==> config.mk <==
export PLATFORM = sky130hd
export DESIGN_NAME = fetch_queue_flat
export DESIGN_NICKNAME = d
export VERILOG_FILES = /design/src/rtl/fetch_queue_if.sv /design/src/rtl/fetch_queue.sv /design/src/flat_wrapper.sv
export SDC_FILE = /design/constraint.sdc
export NUM_CORES = 1
export LEC_CHECK = 0
export ABC_AREA = 1
export ABC_CLOCK_PERIOD_IN_PS = 10400
export CAP_MARGIN = 10
export CORE_MARGIN = 10
export CORE_UTILIZATION = 45
export DETAILED_ROUTE_END_ITERATION = 8
export PLACE_DENSITY_LB_ADDON = 0.25
export SLEW_MARGIN = 20
export SYNTH_ARGS = -nofsm -noshare
export SYNTH_HDL_FRONTEND = slang
export SYNTH_SLANG_ARGS = --single-unit
==> constraint.sdc <==
create_clock -name clk -period 10.4 [get_ports clk]
set_input_delay 1.56 -clock clk [delete_from_list [all_inputs] [get_ports clk]]
set_output_delay 1.56 -clock clk [all_outputs]
set_load 0.05 [all_outputs]
==> src/rtl/fetch_queue_if.sv <==
// fetch_queue_if: memory request/response, decode output and redirect signals of the prefetch stage.
interface fetch_queue_if #(parameter int ADDR_W = 12);
  logic              mem_req_valid;
  logic              mem_req_ready;
  logic [ADDR_W-1:0] mem_req_addr;
  logic              mem_rsp_valid;
  logic [31:0]       mem_rsp_data;
  logic              instr_valid;
  logic              instr_ready;
  logic [31:0]       instr;
  logic [ADDR_W-1:0] instr_pc;
  logic              redirect;
  logic [ADDR_W-1:0] redirect_pc;
  modport master (
    output mem_req_valid, mem_req_addr, instr_valid, instr, instr_pc,
    input  mem_req_ready, mem_rsp_valid, mem_rsp_data, instr_ready, redirect, redirect_pc
  );
  modport slave (
    input  mem_req_valid, mem_req_addr, instr_valid, instr, instr_pc,
    output mem_req_ready, mem_rsp_valid, mem_rsp_data, instr_ready, redirect, redirect_pc
  );
endinterface

==> src/rtl/fetch_queue.sv <==
// fetch_queue: instruction prefetch with a PC-tagged FIFO, one outstanding memory read and redirect flush.
module fetch_queue #(
  parameter int                ADDR_W   = 12,
  parameter int                DEPTH    = 4,
  parameter logic [ADDR_W-1:0] RESET_PC = '0
) (
  input logic          clk,
  input logic          rst_n,
  fetch_queue_if.master bus
);
  localparam int PW = $clog2(DEPTH);
  localparam logic [PW:0] FULL = (PW+1)'(DEPTH);
  typedef enum logic [1:0] {IDLE, REQ, WAIT} state_t;
  state_t            state;
  logic [ADDR_W-1:0] fetch_pc, req_addr;
  logic              drop;
  logic [PW:0]       count, count_nx;
  logic [PW-1:0]     rptr, wptr;
  logic [31:0]       data_q [DEPTH];
  logic [ADDR_W-1:0] pc_q [DEPTH];
  logic              hs, rsp, push, pop;
  assign hs       = state == REQ && bus.mem_req_ready;
  assign rsp      = state == WAIT && bus.mem_rsp_valid;
  assign push     = rsp && !drop && !bus.redirect;
  assign pop      = bus.instr_valid && bus.instr_ready && !bus.redirect;
  assign count_nx = count + {{PW{1'b0}}, push} - {{PW{1'b0}}, pop};
  assign bus.mem_req_valid = state == REQ;
  assign bus.mem_req_addr  = req_addr;
  assign bus.instr_valid   = count != '0;
  assign bus.instr         = bus.instr_valid ? data_q[rptr] : '0;
  assign bus.instr_pc      = bus.instr_valid ? pc_q[rptr] : '0;
  always_ff @(posedge clk)
    if (push) begin
      data_q[wptr] <= bus.mem_rsp_data;
      pc_q[wptr]   <= req_addr;
      assert (count != FULL);
    end
  always_ff @(posedge clk or negedge rst_n)
    if (!rst_n) begin
      state    <= IDLE;
      fetch_pc <= RESET_PC;
      req_addr <= '0;
      drop     <= 1'b0;
      count    <= '0;
      rptr     <= '0;
      wptr     <= '0;
    end else if (bus.redirect) begin
      count    <= '0;
      rptr     <= '0;
      wptr     <= '0;
      fetch_pc <= bus.redirect_pc;
      // a bus request already shown must finish at its old address; its data is discarded
      if (state == IDLE || rsp) begin
        state    <= REQ;
        req_addr <= bus.redirect_pc;
        drop     <= 1'b0;
      end else begin
        drop <= 1'b1;
        if (hs) state <= WAIT;
      end
    end else begin
      if (push) wptr <= wptr + 1'b1;
      if (pop) rptr <= rptr + 1'b1;
      count <= count_nx;
      case (state)
        REQ:
          if (hs) begin
            state <= WAIT;
            if (!drop) fetch_pc <= fetch_pc + 1'b1;
          end
        WAIT:
          if (rsp) begin
            drop <= 1'b0;
            if (count_nx < FULL) begin
              state    <= REQ;
              req_addr <= fetch_pc;
            end else state <= IDLE;
          end
        default:
          if (count < FULL) begin
            state    <= REQ;
            req_addr <= fetch_pc;
          end
      endcase
    end
endmodule
==> src/flat_wrapper.sv <==
// flat-port wrapper written by rule: the top's interface ports become plain ports
module fetch_queue_flat 
#(
  parameter int                ADDR_W   = 12,
  parameter int                DEPTH    = 4,
  parameter logic [ADDR_W-1:0] RESET_PC = '0
)
  (clk, rst_n, bus_mem_req_valid, bus_mem_req_addr, bus_instr_valid, bus_instr, bus_instr_pc, bus_mem_req_ready, bus_mem_rsp_valid, bus_mem_rsp_data, bus_instr_ready, bus_redirect, bus_redirect_pc);
  fetch_queue_if #(.ADDR_W(ADDR_W)) bus_i ();
  input logic clk;
  input logic rst_n;
  output wire logic [$bits(bus_i.mem_req_valid)-1:0] bus_mem_req_valid;
  output wire logic [$bits(bus_i.mem_req_addr)-1:0] bus_mem_req_addr;
  output wire logic [$bits(bus_i.instr_valid)-1:0] bus_instr_valid;
  output wire logic [$bits(bus_i.instr)-1:0] bus_instr;
  output wire logic [$bits(bus_i.instr_pc)-1:0] bus_instr_pc;
  input wire logic [$bits(bus_i.mem_req_ready)-1:0] bus_mem_req_ready;
  input wire logic [$bits(bus_i.mem_rsp_valid)-1:0] bus_mem_rsp_valid;
  input wire logic [$bits(bus_i.mem_rsp_data)-1:0] bus_mem_rsp_data;
  input wire logic [$bits(bus_i.instr_ready)-1:0] bus_instr_ready;
  input wire logic [$bits(bus_i.redirect)-1:0] bus_redirect;
  input wire logic [$bits(bus_i.redirect_pc)-1:0] bus_redirect_pc;
  assign bus_mem_req_valid = bus_i.mem_req_valid;
  assign bus_mem_req_addr = bus_i.mem_req_addr;
  assign bus_instr_valid = bus_i.instr_valid;
  assign bus_instr = bus_i.instr;
  assign bus_instr_pc = bus_i.instr_pc;
  assign bus_i.mem_req_ready = bus_mem_req_ready;
  assign bus_i.mem_rsp_valid = bus_mem_rsp_valid;
  assign bus_i.mem_rsp_data = bus_mem_rsp_data;
  assign bus_i.instr_ready = bus_instr_ready;
  assign bus_i.redirect = bus_redirect;
  assign bus_i.redirect_pc = bus_redirect_pc;
  fetch_queue #(.ADDR_W(ADDR_W), .DEPTH(DEPTH), .RESET_PC(RESET_PC)) u_core (.clk(clk), .rst_n(rst_n), .bus(bus_i));
endmodule
==> summary.md, run 1 <==
| Metric | Value |
|---|---|
| Worst-Margin Slew | `about 0.98 ns` |
| Post-Syn Instances | `approximately 800` |
| PnR worst setup slack | `just over 5 ns` |
| Hold Fails Final Rpt | `0` |
| Worst min path class | `flip-flop to flip-flop` |
| Die area | `~25,000 µm²` |
| Sink Count | `210` |
| Initial antenna violation count | `0` |
| Max_slew headroom | `about a third` |
| Synth Register Bits | `210` |
| CP required | `approximately 9 ns` |
| CP top delay family | `buffers and inverters` |
| Buffers on Ports | `roughly 110` |
| Final ANT Viol Nets | `0` |
| Synth warn | `0` |
| Die W | `160 µm` |
| CTS resizes | `0` |
| Max-cap violations | `0` |
| Dpl ws | `about 5.5 ns` |
| Final GP Congestion | `between 0.8 and 0.9` |
| First-pass GRT wire length | `~32,000 µm` |
| Pin count of the biggest net entering global routing | `91` |
| DRC Markers | `0` |
| Critical Path, Cell by Cell | `inv_2, buf_4, o21ai_0, a21oi_1, clkdlybuf4s50_1` |
| Initial core utilization | `46.3%` |
| Detailed Route Iter0 Violations | `430` |
| Logic gate share of total power | `35.1%` |
| Seq/Total Area, Yosys | `between 60% and 70%` |
| Final wirelength | `19,300 µm` |
| Layout area overhead | `23.2%` |
| Clock Skews | `0.0119 ns` |
| RSZ-0062 raised after global routing | `no` |
| Leakage dissipation | `3.96 nW` |
| GR Util All Layers | `roughly 15%` |
| Syn avg cell area | `~11 µm²` |
| Worst Path Arrival | `3.67 ns` |
| CTS tree | `built` |
| Post-route minimum period | `~5.2 ns` |
| Slew Limit Fails | `0` |
| Postcts setup bufs | `0` |
| Yosys cell types | `25` |
| Routed length per instance | `~16 µm` |
| Pwr/cell area | `between 200 and 300 nW/µm²` |
| Fin crit share | `50.3%` |
| Root buffer cell | `clkbuf_16` |
| TNS Setup | `0 ns` |
| Clock Latency Late Sink | `around 0.49 ns` |
| Startpoint types | `flip-flop` |
| Commonest cells after routing, fill and taps aside | `nor2_1 (193), edfxtp_1 (176), o21ai_0 (107), clkdlybuf4s50_1 (107), nand2_1 (85)` |
| I/O pins | `between 100 and 150` |
| Run status | `complete, no violations` |
| Core Rows | `50` |
| Die height | `around 160 µm` |
| Critical path endpoint category | `primary output` |
| Number of global-route vias before repair | `between 6k and 7k` |
| N_diodes | `0` |
| CTS max path bufs | `3` |
| Worst setup path class | `flip-flop to primary output` |
| Mapped Nets | `roughly 860` |
| Fmax | `between 0.15 and 0.2 GHz` |
| Clk pwr share | `26.7%` |
| Bufs and invs on worst path | `3` |
| Total power draw | `roughly 2.8 mW` |
| Clk slew on worst S/H paths | `around 0.060 ns` |
| Sw Ratio | `around two fifths` |
| Share of cells above drive strength 1 | `just over 6%` |
| First-pass DRT Iterations | `5` |
| H-tree levels | `1` |
| Gr ovfl total | `0` |
| Max FO, Critical Path | `90` |
| DR vias | `6,025` |
| Commonest non-fill, non-tap cell in the layout | `nor2_1` |
| Hold-fix buffers, CTS | `0` |
| R2R Setup Slk | `7.11 ns` |
| Placed cells | `between 1k and 1.5k` |
| Max incr delay on CP | `roughly 0.86 ns` |
| Highest-delay cell along the critical path | `clkdlybuf4s50_1` |
| Inserted Clock Buffers | `22` |
| Int Pwr | `approximately 1.8 mW` |
| Worst IR Drop VDD | `approximately 150 µV` |
| Core ar. | `roughly 19,000 µm²` |
| Post-route insts no fill | `between 1k and 1.5k` |
| Synthesized cell area | `8770 µm²` |
| Fin nets | `~960` |
| Vias/cell | `between 5 and 6` |
| Final HPWL DP | `11,100 µm` |
| Flop pwr share | `between 30% and 40%` |
| Setup violators final | `0` |
| Switching power | `~1.1 mW` |
==> synth_stat cells, drive strengths merged <==
cell	number	area, µm²
edfxtp	176	5290
nand4	4	25.0
clkbuf	23	86.3
nand2	88	338
nor2	197	739
buf	17	100
nor3	5	36.3
clkinv	2	7.51
nand3	32	160
a21oi	53	265
ha	10	125
o22ai	4	25.0
inv	37	139
o21ai	107	536
dfrtp	34	851
o31ai	1	7.51
fa	1	20.0
o21bai	2	15.0
a31oi	1	6.26
==> through the flow <==
stage | utilization (%) | hold slack [ns] | area (µm²)
after floorplan | - | 0.449 | 8770
after global placement | 53.2 | 0.462 | 10100
after detailed placement | 53.2 | 0.476 | 10100
after CTS | 57.0 | 0.491 | 10800
after global routing | 57.0 | 0.506 | 10800
final | 57.0 | 0.491 | 10800
==> final timing paths <==
kind                                     start                    endpoint  cells past startpoint
max                             u_core.rptr[0]             bus_instr_pc[2]                      5
min                        u_core.fetch_pc[11]         u_core.fetch_pc[11]                      2
max reg2reg                    u_core.state[0]  u_core.bus.mem_req_addr[8]                     16
min reg2reg                u_core.fetch_pc[11]         u_core.fetch_pc[11]                      2
max in group asynchronous                rst_n              u_core.rptr[0]                      2
min in group asynchronous                rst_n         u_core.fetch_pc[10]                      2
==> tightest hold or removal path: stages (launching register included) <==
cell and delay (ns):
dfrtp_1 0.34, nand2_1 0.05, nand2_1 0.06
==> logic make-up (layout without fill, tap and decap cells) <==
family	Yosys count	in the layout	share of synthesized area, %
simple gates	326	326	14.8
flops	210	210	70.0
compound gates	168	168	9.75
buf+inv	79	194	3.80
fa+ha+maj	11	11	1.66
==> final cells by class <==
type / count / area (µm²)
fill: 1583 / 8160
multi-input combinational: 505 / 2330
tap: 260 / 325
sequential: 210 / 6140
clock buffer: 31 / 656
timing repair buffer: 116 / 1140
clock inverter: 8 / 65.1
inverter: 39 / 146
==> sequential cells by signal, summed over array words and instances, names as in the netlist <==
register                 cells
u_core.fetch_pc             12
u_core.drop                  1
u_core.pc_q                 48
u_core.rptr                  2
u_core.count                 3
u_core.bus.mem_req_addr     12
u_core.data_q              128
u_core.state                 2
u_core.wptr                  2
==> per-layer routing <==
metal | vias to the layer above | part of all wire, % | GRT usage [%]
met4 | 0 | 1.1 | 3.45
met5 | - | 0 | 0
met2 | 166 | 48 | 25.4
li1 | 2938 | - | -
met1 | 2898 | 44 | 19.1
met3 | 23 | 6.4 | 3.02
==> power by group through the flow <==
stage | logic (mW) | clock network (mW) | registers, mW
after CTS | 1.01 | 0.776 | 1.09
final | 0.997 | 0.759 | 1.09
after global placement | 1.00 | 0 | 1.10
after global routing | 1.08 | 0.813 | 1.10
after floorplan | 0.646 | 0 | 1.12
after detailed placement | 1.01 | 0 | 1.10
(Power assumes the default switching activity.)
==> run 2, diff against run 1 <==
- ABC_CLOCK_PERIOD_IN_PS: 10400 -> 5300
- clock period: 10.4 -> 5.3 ns (I/O delays scaled with it)
==> run 2 against run 1 <==
Against the previous run:
- clock skew increased by 0.0019 ns
- cell count increased by 0.34%
- hold slack got worse by 0.0089 ns
- largest cell class unchanged
- sequential share of layout area increased by 0.11 points
- die area unchanged
- cell area decreased by 0.19%
==> summary.md, run 2 (same netlist as run 1, synthesis figures left out) <==
| Metric | Value |
|---|---|
| Root buffer cell | `clkbuf_16` |
| Clock Latency Late Sink | `0.50 ns (about the same)` |
| Sink Count | `210 (unchanged)` |
| Commonest cells after routing, fill and taps aside | `nor2_1 (193), edfxtp_1 (176), o21ai_0 (107), clkdlybuf4s50_1 (107), nand2_1 (85)` |
| Initial antenna violation count | `0 (unchanged)` |
| GR Layer Usage met2 | `24.5% (-0.93 points)` |
| Leakage dissipation | `3.95 nW (-0.23%)` |
| DR vias | `5,933 (-1.5%)` |
| Share of cells above drive strength 1 | `6.13% (-0.027 points)` |
| Fin crit share | `about 85%` |
| Run status | `complete, no violations` |
| Core ar. | `19,000 µm² (unchanged)` |
| First-pass DRT Iterations | `5 (unchanged)` |
| N_diodes | `0 (unchanged)` |
| Routed length per instance | `16.3 µm (-1.4%)` |
| Post-route minimum period | `4.52 ns` |
| Worst IR Drop VDD | `366 µV (+150%)` |
| I/O pins | `108 (unchanged)` |
| Die height | `160 µm (unchanged)` |
| TNS Setup | `0 ns (unchanged)` |
| Gr ovfl total | `0 (unchanged)` |
| Grt peak-use layer | `met2` |
| Die W | `160 µm (unchanged)` |
| Dpl cell area | `10,100 µm² (+0.15%)` |
| Grt met1 use | `19.4% (+0.35 points)` |
| Global-route met3 utilization | `2.94% (-0.077 points)` |
| Detailed Route Iter0 Violations | `376 (-13%)` |
| Worst Path Arrival | `3.72 ns (+0.05 ns)` |
| Pin count of the biggest net entering global routing | `90 (-1.1%)` |
| RSZ-0062 raised after global routing | `no` |
| Vias/cell | `5.06 (-1.9%)` |
| Worst-Margin Slew | `1.04 ns (+0.0630 ns)` |
| First-pass GRT wire length | `31,200 µm (-1.3%)` |
| Die area | `25,500 µm² (unchanged)` |
| Total power draw | `5.53 mW (+95%)` |
| Initial core utilization | `46.3% (unchanged)` |
| Register bank with the most flops | `u_core.data_q` |
| Final GP Congestion | `0.809 (-1.9%)` |
| H-tree levels | `1 (unchanged)` |
| Critical path endpoint category | `primary output` |
| Core Rows | `50 (unchanged)` |
| Fmax | `around 0.22 GHz` |
| Hold Fails Final Rpt | `0 (unchanged)` |
| Clk slew on worst S/H paths | `0.06 ns (about the same)` |
| Clock Skews | `0.0138 ns (+0.00192 ns)` |
| Final HPWL DP | `11,300 µm (+2.2%)` |
| Worst setup path class | `flip-flop to primary output` |
| Max FO, Critical Path | `47 (-48%)` |
| Final ANT Viol Nets | `0 (unchanged)` |
| Max-cap violations | `0 (unchanged)` |
| Number of global-route vias before repair | `5,912 (-3.2%)` |
| Inserted Clock Buffers | `23 (+4.5%)` |
| CP required | `4.51 ns (-4.33 ns)` |
| GR Util All Layers | `14.7% (-0.19 points)` |
| Postcts setup bufs | `0 (unchanged)` |
| Design Area, Final | `10,800 µm² (-0.19%)` |
| Fin nets | `958 (+0.31%)` |
| # fillers | `1,588 (+0.32%)` |
| DRC Markers | `0 (unchanged)` |
| Max_slew headroom | `30.3% (-4.2 points)` |
| Final wirelength | `19,100 µm (-1.1%)` |
| CTS resizes | `0 (unchanged)` |
| Startpoint types | `flip-flop` |
| Regs by FF count | `u_core.data_q (128), u_core.pc_q (48)` |
| Setup violators final | `0 (unchanged)` |
| CTS max path bufs | `3 (unchanged)` |
| Buffers on Ports | `107 (unchanged)` |
| Worst min path class | `flip-flop to flip-flop` |
| CTS tree | `built` |
| Commonest non-fill, non-tap cell in the layout | `nor2_1` |
| Max reg flops | `128 (unchanged)` |
| Slew Limit Fails | `0 (unchanged)` |
| Layout area overhead | `23.0%` |
| Hold-fix buffers, CTS | `0 (unchanged)` |
| Pwr/cell area | `513 nW/µm² (+95%)` |
run 2: final cells by class:
class	count	area [µm²]	share of cell area [%]
Multi-Input combinational cell	505	2330	21.6
Tap cell	260	325	3.02
Clock inverter	11	61.3	0.569
Clock buffer	30	623	5.78
Sequential cell	210	6140	57.0
Inverter	39	148	1.37
Timing Repair Buffer	118	1150	10.7
run 2: metal layers:
| layer | vias up | wire [µm] |
|---|---|---|
| li1 | 2947 | - |
| met1 | 2823 | 8770 |
| met2 | 138 | 9070 |
| met3 | 25 | 916 |
| met4 | 0 | 324 |
| met5 | - | 0 |
run 2: worst paths after layout:
| path | start | end | slack, ns | cells past startpoint |
|---|---|---|---|---|
| hold reg to reg | u_core.fetch_pc[11] | u_core.fetch_pc[11] | 0.48 | 2 |
| hold / removal | u_core.fetch_pc[11] | u_core.fetch_pc[11] | 0.48 | 2 |
| min in group asynchronous | rst_n | u_core.bus.mem_req_addr[8] | 0.72 | 2 |
| setup reg to reg | u_core.state[0] | u_core.bus.mem_req_addr[8] | 1.99 | 16 |
| max in group asynchronous | rst_n | u_core.rptr[0] | 4.24 | 2 |
| setup / recovery | u_core.rptr[1] | bus_instr_pc[4] | 0.78 | 5 |
run 2: through the flow:
stage,instances,utilization [%],setup slack (ns),hold WS [ns]
detailed placement,1132,53.3,1.14,0.466
global placement,1132,53.3,1.20,0.465
floorplan,794,-,1.74,0.449
CTS,1173,56.9,0.731,0.482
finish,1173,56.9,0.784,0.483
global route,1173,56.9,0.549,0.527
run 2: where the power goes:
group          switching, mW  internal, mW
Combinational           1.43         0.593
Clock                  0.607         0.829
Sequential             0.130          1.94
Total                   2.17          3.36
run 2: worst max-delay path: stages, from the launching register on:
cell and delay [ns]:
dfrtp_2 1.06, inv_2 0.67, nor2_1 0.21, o21ai_0 0.09, a21oi_1 0.31, clkdlybuf4s50_1 0.87
